==> config.mk <==
export PLATFORM = sky130hd
export DESIGN_NAME = instr_fetch
export DESIGN_NICKNAME = d
export VERILOG_FILES = /design/src/rtl/instr_fetch_pkg.sv /design/src/rtl/fetch_fifo.sv /design/src/rtl/instr_fetch.sv
export SDC_FILE = /design/constraint.sdc
export NUM_CORES = 1
export LEC_CHECK = 0
export CAP_MARGIN = 20
export CORE_MARGIN = 2
export CORE_UTILIZATION = 38
export CTS_CLUSTER_SIZE = 14
export DETAILED_ROUTE_END_ITERATION = 10
export PLACE_DENSITY = 0.72
export SLEW_MARGIN = 25
export SYNTH_ARGS = -nofsm -noshare
export SYNTH_HDL_FRONTEND = slang
export SYNTH_SLANG_ARGS = --single-unit
==> constraint.sdc <==
create_clock -name i_clk -period 10.55 [get_ports i_clk]
set_input_delay 2.11 -clock i_clk [delete_from_list [all_inputs] [get_ports i_clk]]
set_output_delay 2.11 -clock i_clk [all_outputs]
set_load 0.02 [all_outputs]
==> src/rtl/instr_fetch_pkg.sv <==
// Shared widths and fetch state encoding for the instruction fetch slice.
package instr_fetch_pkg;

  localparam int FETCH_RW    = 16;
  localparam int FETCH_IW    = 32;
  localparam int FETCH_DEPTH = 2;

  typedef enum logic [1:0] {
    ST_IDLE    = 2'd0,
    ST_REQ     = 2'd1,
    ST_DISCARD = 2'd2
  } fetch_state_e;

  // Occupancy counter width: must represent 0..depth inclusive.
  function automatic int cnt_width(input int depth);
    return $clog2(depth) + 1;
  endfunction

endpackage

==> src/rtl/fetch_fifo.sv <==
// Prefetch FIFO with registered head, one-cycle flush and synchronous reset.
// Push and pop may coincide when full: the pop frees the slot the push lands in.
module fetch_fifo
  import instr_fetch_pkg::*;
#(
  parameter  int W     = FETCH_RW + FETCH_IW,
  parameter  int DEPTH = FETCH_DEPTH,
  localparam int CW    = cnt_width(DEPTH)
) (
  input  logic          i_clk,
  input  logic          i_rst,
  input  logic          i_push,
  input  logic          i_pop,
  input  logic          i_flush,
  input  logic [W-1:0]  i_dat,
  output logic [W-1:0]  o_dat,
  output logic          o_full,
  output logic          o_empty,
  output logic [CW-1:0] o_count
);

  localparam int AW = $clog2(DEPTH);

  logic [W-1:0]  r_mem [DEPTH];
  logic [AW-1:0] r_wr_ptr;
  logic [AW-1:0] r_rd_ptr;
  logic [CW-1:0] r_count;
  logic          w_push;
  logic          w_pop;

  assign w_pop  = i_pop & ~o_empty;
  assign w_push = i_push & (~o_full | w_pop);

  always_ff @(posedge i_clk) begin
    if (i_rst) begin
      r_wr_ptr <= '0;
      r_rd_ptr <= '0;
      r_count  <= '0;
      for (int i = 0; i < DEPTH; i++) r_mem[i] <= '0;
    end else if (i_flush) begin
      r_wr_ptr <= '0;
      r_rd_ptr <= '0;
      r_count  <= '0;
    end else begin
      if (w_push) begin
        r_mem[r_wr_ptr] <= i_dat;
        r_wr_ptr        <= r_wr_ptr + AW'(1);
      end
      if (w_pop) r_rd_ptr <= r_rd_ptr + AW'(1);
      r_count <= r_count + CW'(w_push) - CW'(w_pop);
    end
  end

  assign o_dat   = r_mem[r_rd_ptr];
  assign o_full  = (r_count == CW'(DEPTH));
  assign o_empty = (r_count == '0);
  assign o_count = r_count;

endmodule

==> src/rtl/instr_fetch.sv <==
// Instruction fetch: req/ack reads at the PC into a prefetch FIFO; {instr, pc} to decode on valid/ready.
// Ack at N gives o_valid at N+1; FETCH_BYPASS_EN lets an ack into an empty FIFO reach a ready decode at once.
module instr_fetch
  import instr_fetch_pkg::*;
#(
  parameter int RW    = FETCH_RW,
  parameter int IW    = FETCH_IW,
  parameter int DEPTH = FETCH_DEPTH
) (
  input  logic          i_clk,
  input  logic          i_rst,
  input  logic [RW-1:0] i_pc,
  output logic          o_c_pc_inc,
  input  logic          i_flush,
  output logic          o_mem_req,
  output logic [RW-1:0] o_mem_addr,
  input  logic          i_mem_ack,
  input  logic [IW-1:0] i_mem_data,
  output logic [IW-1:0] o_instr,
  output logic [RW-1:0] o_instr_pc,
  output logic          o_valid,
  input  logic          i_ready
);

  localparam int              CW      = cnt_width(DEPTH);
  localparam logic [CW-1:0]   DEPTH_C = CW'(DEPTH);

  fetch_state_e     r_state;
  fetch_state_e     w_state_nxt;
  logic [RW-1:0]    r_mem_addr;
  logic [RW-1:0]    w_mem_addr_nxt;
  logic             w_ack_ok;
  logic             w_bypass;
  logic             w_push;
  logic             w_pop;
  logic             w_full;
  logic             w_empty;
  logic [CW-1:0]    w_count;
  logic [CW-1:0]    w_count_nxt;
  logic [RW+IW-1:0] w_head;

  // An ack only counts when it answers a live request and no flush is reloading the PC.
  assign w_ack_ok = (r_state == ST_REQ) & i_mem_ack & ~i_flush;

`ifdef FETCH_BYPASS_EN
  assign w_bypass = w_ack_ok & w_empty & i_ready;
`else
  assign w_bypass = 1'b0;
`endif

  assign w_push      = w_ack_ok & ~w_bypass;
  assign w_pop       = ~w_empty & i_ready;
  assign w_count_nxt = w_count + CW'(w_push) - CW'(w_pop);
  assign o_c_pc_inc  = w_ack_ok;

  always_comb begin
    w_state_nxt    = r_state;
    w_mem_addr_nxt = r_mem_addr;
    case (r_state)
      ST_IDLE: begin
        if (!i_flush && !w_full) begin
          w_state_nxt    = ST_REQ;
          w_mem_addr_nxt = i_pc;
        end
      end
      ST_REQ: begin
        if (i_mem_ack) begin
          if (i_flush)                     w_state_nxt    = ST_IDLE;
          else if (w_count_nxt < DEPTH_C)  w_mem_addr_nxt = r_mem_addr + RW'(1);
          else                             w_state_nxt    = ST_IDLE;
        end else if (i_flush) begin
          w_state_nxt = ST_DISCARD;
        end
      end
      ST_DISCARD: begin
        if (i_mem_ack) w_state_nxt = ST_IDLE;
      end
      default: w_state_nxt = ST_IDLE;
    endcase
  end

  always_ff @(posedge i_clk) begin
    if (i_rst) begin
      r_state    <= ST_IDLE;
      r_mem_addr <= '0;
    end else begin
      r_state    <= w_state_nxt;
      r_mem_addr <= w_mem_addr_nxt;
    end
  end

  assign o_mem_req  = (r_state != ST_IDLE);
  assign o_mem_addr = r_mem_addr;

  fetch_fifo #(
    .W     (RW + IW),
    .DEPTH (DEPTH)
  ) u_fifo (
    .i_clk   (i_clk),
    .i_rst   (i_rst),
    .i_push  (w_push),
    .i_pop   (w_pop),
    .i_flush (i_flush),
    .i_dat   ({i_mem_data, r_mem_addr}),
    .o_dat   (w_head),
    .o_full  (w_full),
    .o_empty (w_empty),
    .o_count (w_count)
  );

  assign o_valid                = ~w_empty | w_bypass;
  assign {o_instr, o_instr_pc}  = w_bypass ? {i_mem_data, r_mem_addr} : w_head;

endmodule

==> metrics.txt <==
vias=approximately 4000; Max Transition Viols Final=0; Max Cap Viol=0; Diodes inserted=0; Fin. Hold Viols=0; PortBufs=119; proportion of layout cells with a drive suffix above 1=0.1837; outcome=finished, final reports clean; post-cts resize count=0; clk buf depth=2; initial antenna violation count=0; Setup Buffers After CTS=0; Post-synth EDFFs=96; Worst R2R Path Depth=9; Area Overhead vs Synth=35.24%; Hold Path Origin=u_fifo.r_rd_ptr; Tot Pwr=1.250 mW; Synth cell types=58; GRT Residual Overflow=0; Final min period=5.892 ns; hpwl dp=8311 um; Max Clock Freq=around 0.17 GHz; final worst path period share=0.5585; slew margin rel.=0.4504; setup TNS=0 ns; pwr dens=around 160 nW/um2; Pleak=2.809 nW; global-route wire length before repair=20560 um; DP Area=7014 um2; Sink Count=119; Slew @ Worst Pin=approximately 0.82 ns; syn_area_per_cell=about 13 um2; Hold Path Sink=u_fifo.r_rd_ptr; GP Congestion=0.7881; Setup Skew=0.008174 ns; Initial Util=0.3877; mapped cell area=5635 um2; drc violations=0; I/O pin count=120; Core Region=14530 um2; die area=15820 um2; pin count of the biggest net entering global routing=49; vias per cell=about 5.2; Mapped Nets=502; Async S/R FF share, synth=0; CTS tree=done; Crit path required time=between 8 and 9 ns; drt first pass iters=4; Die W=between 100 and 150 um; Clock Latency Late Sink=0.41 ns; CP Data Arrival Time=3.78 ns; Final Cell Area=approximately 7600 um2; synthesized flop and latch total=119; Worst Setup Start Kind=input pin; Synthesis Warnings=0; root buf cell=clkbuf_16; RSZ-0062 raised after global routing=no; reg2reg start=u_fifo.o_count[1]; GRT Total Usage=0.1672; CTS clk-pin slew, worst paths=0.05 ns; Hold Crit Class=register to register; wire per inst=17.24 um; Top FF cell, synth=edfxtp_1; Iter 0 DRT Violations=about 250; FF-to-FF End=o_mem_addr[8]; Crit Path Max Fanout=17; FP Rows=44; H-Tree Depth=4; Final setup viols=0; Worst Hold Depth=2; Reg2Reg Setup Slack=7.49 ns; CP Capture Type=primary output; CP Class=input pin to primary output; post-synthesis sequential area ratio=0.5933; Post-DRT Antenna Nets=0; final wirelength=13120 um; worst vdd ir=0.1104 mV; CTS Buf Count=17; post-layout net count=622; vias in the first global route=4029; Die Y=125.8 um; post-synthesis cell count=446; hold buffers post-CTS=0
==> cells in the final DEF (no fill, tap or decap), drive strengths merged, types with 3 or more instances in the layout <==
master | synthesis | routed
nand2b | 3 | 3
and2 | 98 | 98
a31o | 3 | 3
nand4 | 3 | 3
xor2 | 3 | 3
clkdlybuf4s50 | 0 | 119
or3 | 3 | 3
a31oi | 3 | 3
bufinv | 0 | 4
nor2 | 20 | 20
o21ai | 9 | 9
ha | 3 | 3
clkinv | 0 | 8
nor3 | 12 | 12
nor2b | 5 | 5
a32o | 4 | 4
nor3b | 4 | 4
edfxtp | 96 | 96
a21oi | 10 | 10
o41ai | 3 | 3
buf | 8 | 8
a211oi | 3 | 3
nor4 | 4 | 4
a311oi | 3 | 3
inv | 5 | 5
dfxtp | 23 | 23
clkbuf | 18 | 18
mux2 | 48 | 48
xnor2 | 3 | 3
nand3 | 6 | 6
nand2 | 20 | 20
==> metal layers <==
metal	up-vias	routed length, um	part of all wire	GRT usage
met4	0	242	0.018	0.06917
met1	1930	5568	0.42	0.2042
met3	22	847	0.065	0.04121
li1	1861	-	-	-
met5	-	0	0	0
met2	155	6464	0.49	0.2839
==> worst max-delay path by stage <==
| stage | start | endpoint | slack [ns] |
|---|---|---|---|
| floorplan | i_flush | u_fifo.r_mem[0][0] | 3.85 |
| global placement | i_flush | o_c_pc_inc | 4.72 |
| detailed placement | i_flush | o_c_pc_inc | 4.71 |
| CTS | i_flush | o_c_pc_inc | 4.69 |
| global route | i_flush | o_c_pc_inc | 4.62 |
| finish | i_flush | o_c_pc_inc | 4.66 |
==> where the power goes <==
| group | switching, mW | total, mW | internal [mW] |
|---|---|---|---|
| Sequential | 0.0147 | 0.542 | 0.528 |
| Clock | 0.189 | 0.576 | 0.387 |
| Combinational | 0.0668 | 0.132 | 0.0649 |
| Total | 0.270 | 1.25 | 0.979 |
==> registers in the layout, indices dropped and copies added (netlist names), named ones only <==
| name | flops |
|---|---|
| u_fifo.r_mem | 96 |
| o_mem_addr | 16 |
| r_state | 2 |
| u_fifo.o_count | 2 |
| u_fifo.r_rd_ptr | 1 |
| u_fifo.r_wr_ptr | 1 |
==> critical path, cell delays in order <==
cell	delay (ns)
clkdlybuf4s50_1	0.71
nor3b_2	0.32
clkdlybuf4s50_1	0.64
==> cell usage after synthesis (all sizes together) (2+ instances only) <==
cell type / count / area [um2]
a21o: 2 / 15.01
nand2b: 3 / 18.77
nor3: 12 / 60.06
nor2: 20 / 75.07
a311oi: 3 / 56.31
a2111oi: 2 / 23.77
nor2b: 5 / 31.28
inv: 5 / 18.77
a21oi: 10 / 53.80
xor2: 3 / 33.79
mux2: 48 / 540.5
buf: 8 / 45.04
o211a: 2 / 20.02
a31o: 3 / 26.28
nand2: 20 / 75.07
and2: 98 / 613.1
or3: 3 / 23.77
a211oi: 3 / 32.53
xnor2: 3 / 26.28
a31oi: 3 / 18.77
ha: 3 / 37.54
edfxtp: 96 / 2883
a32o: 4 / 40.04
or2: 2 / 12.51
nand4: 3 / 18.77
o41ai: 3 / 26.28
clkbuf: 18 / 75.07
nor3b: 4 / 40.03
nand3: 6 / 30.03
o31ai: 2 / 15.01
dfxtp: 23 / 460.4
nor4: 4 / 25.02
and4: 2 / 17.52
o21ai: 9 / 56.30
==> logic make-up (layout without fill, tap and decap cells) <==
family,count (synthesis),in the layout,share of synthesized area
and+or+nand+nor,185,185,0.1885
adders and majority gates,3,3,0.006661
xor gates and xnor gates,6,6,0.01066
DFF,119,119,0.5932
AOI/OAI and AO/OA,54,54,0.08038
muxes,48,48,0.09592
buffers and inverters,31,162,0.02464
==> metrics by stage <==
step,cells,hold slack (ns),utilization,setup WS (ns)
2_1_floorplan,446,0.5202,-,3.854
5_1_grt,761,0.5716,0.5244,4.616
6_report,761,0.5593,0.5244,4.658
3_5_place_dp,730,0.5547,0.4826,4.708
3_3_place_gp,730,0.5564,0.4826,4.722
4_1_cts,760,0.5622,0.5232,4.691
==> cell type report <==
| type | instances | area, um2 |
|---|---|---|
| Clock buffer | 18 | 429.2 |
| Tap cell | 184 | 230.2 |
| Inverter | 5 | 18.77 |
| Multi-Input combinational cell | 296 | 2180 |
| Clock inverter | 12 | 160.2 |
| Sequential cell | 119 | 3344 |
| Timing Repair Buffer | 127 | 1259 |
| Fill cell | 1232 | 6913 |
No activity file was read; power rests on OpenSTA's default activity.
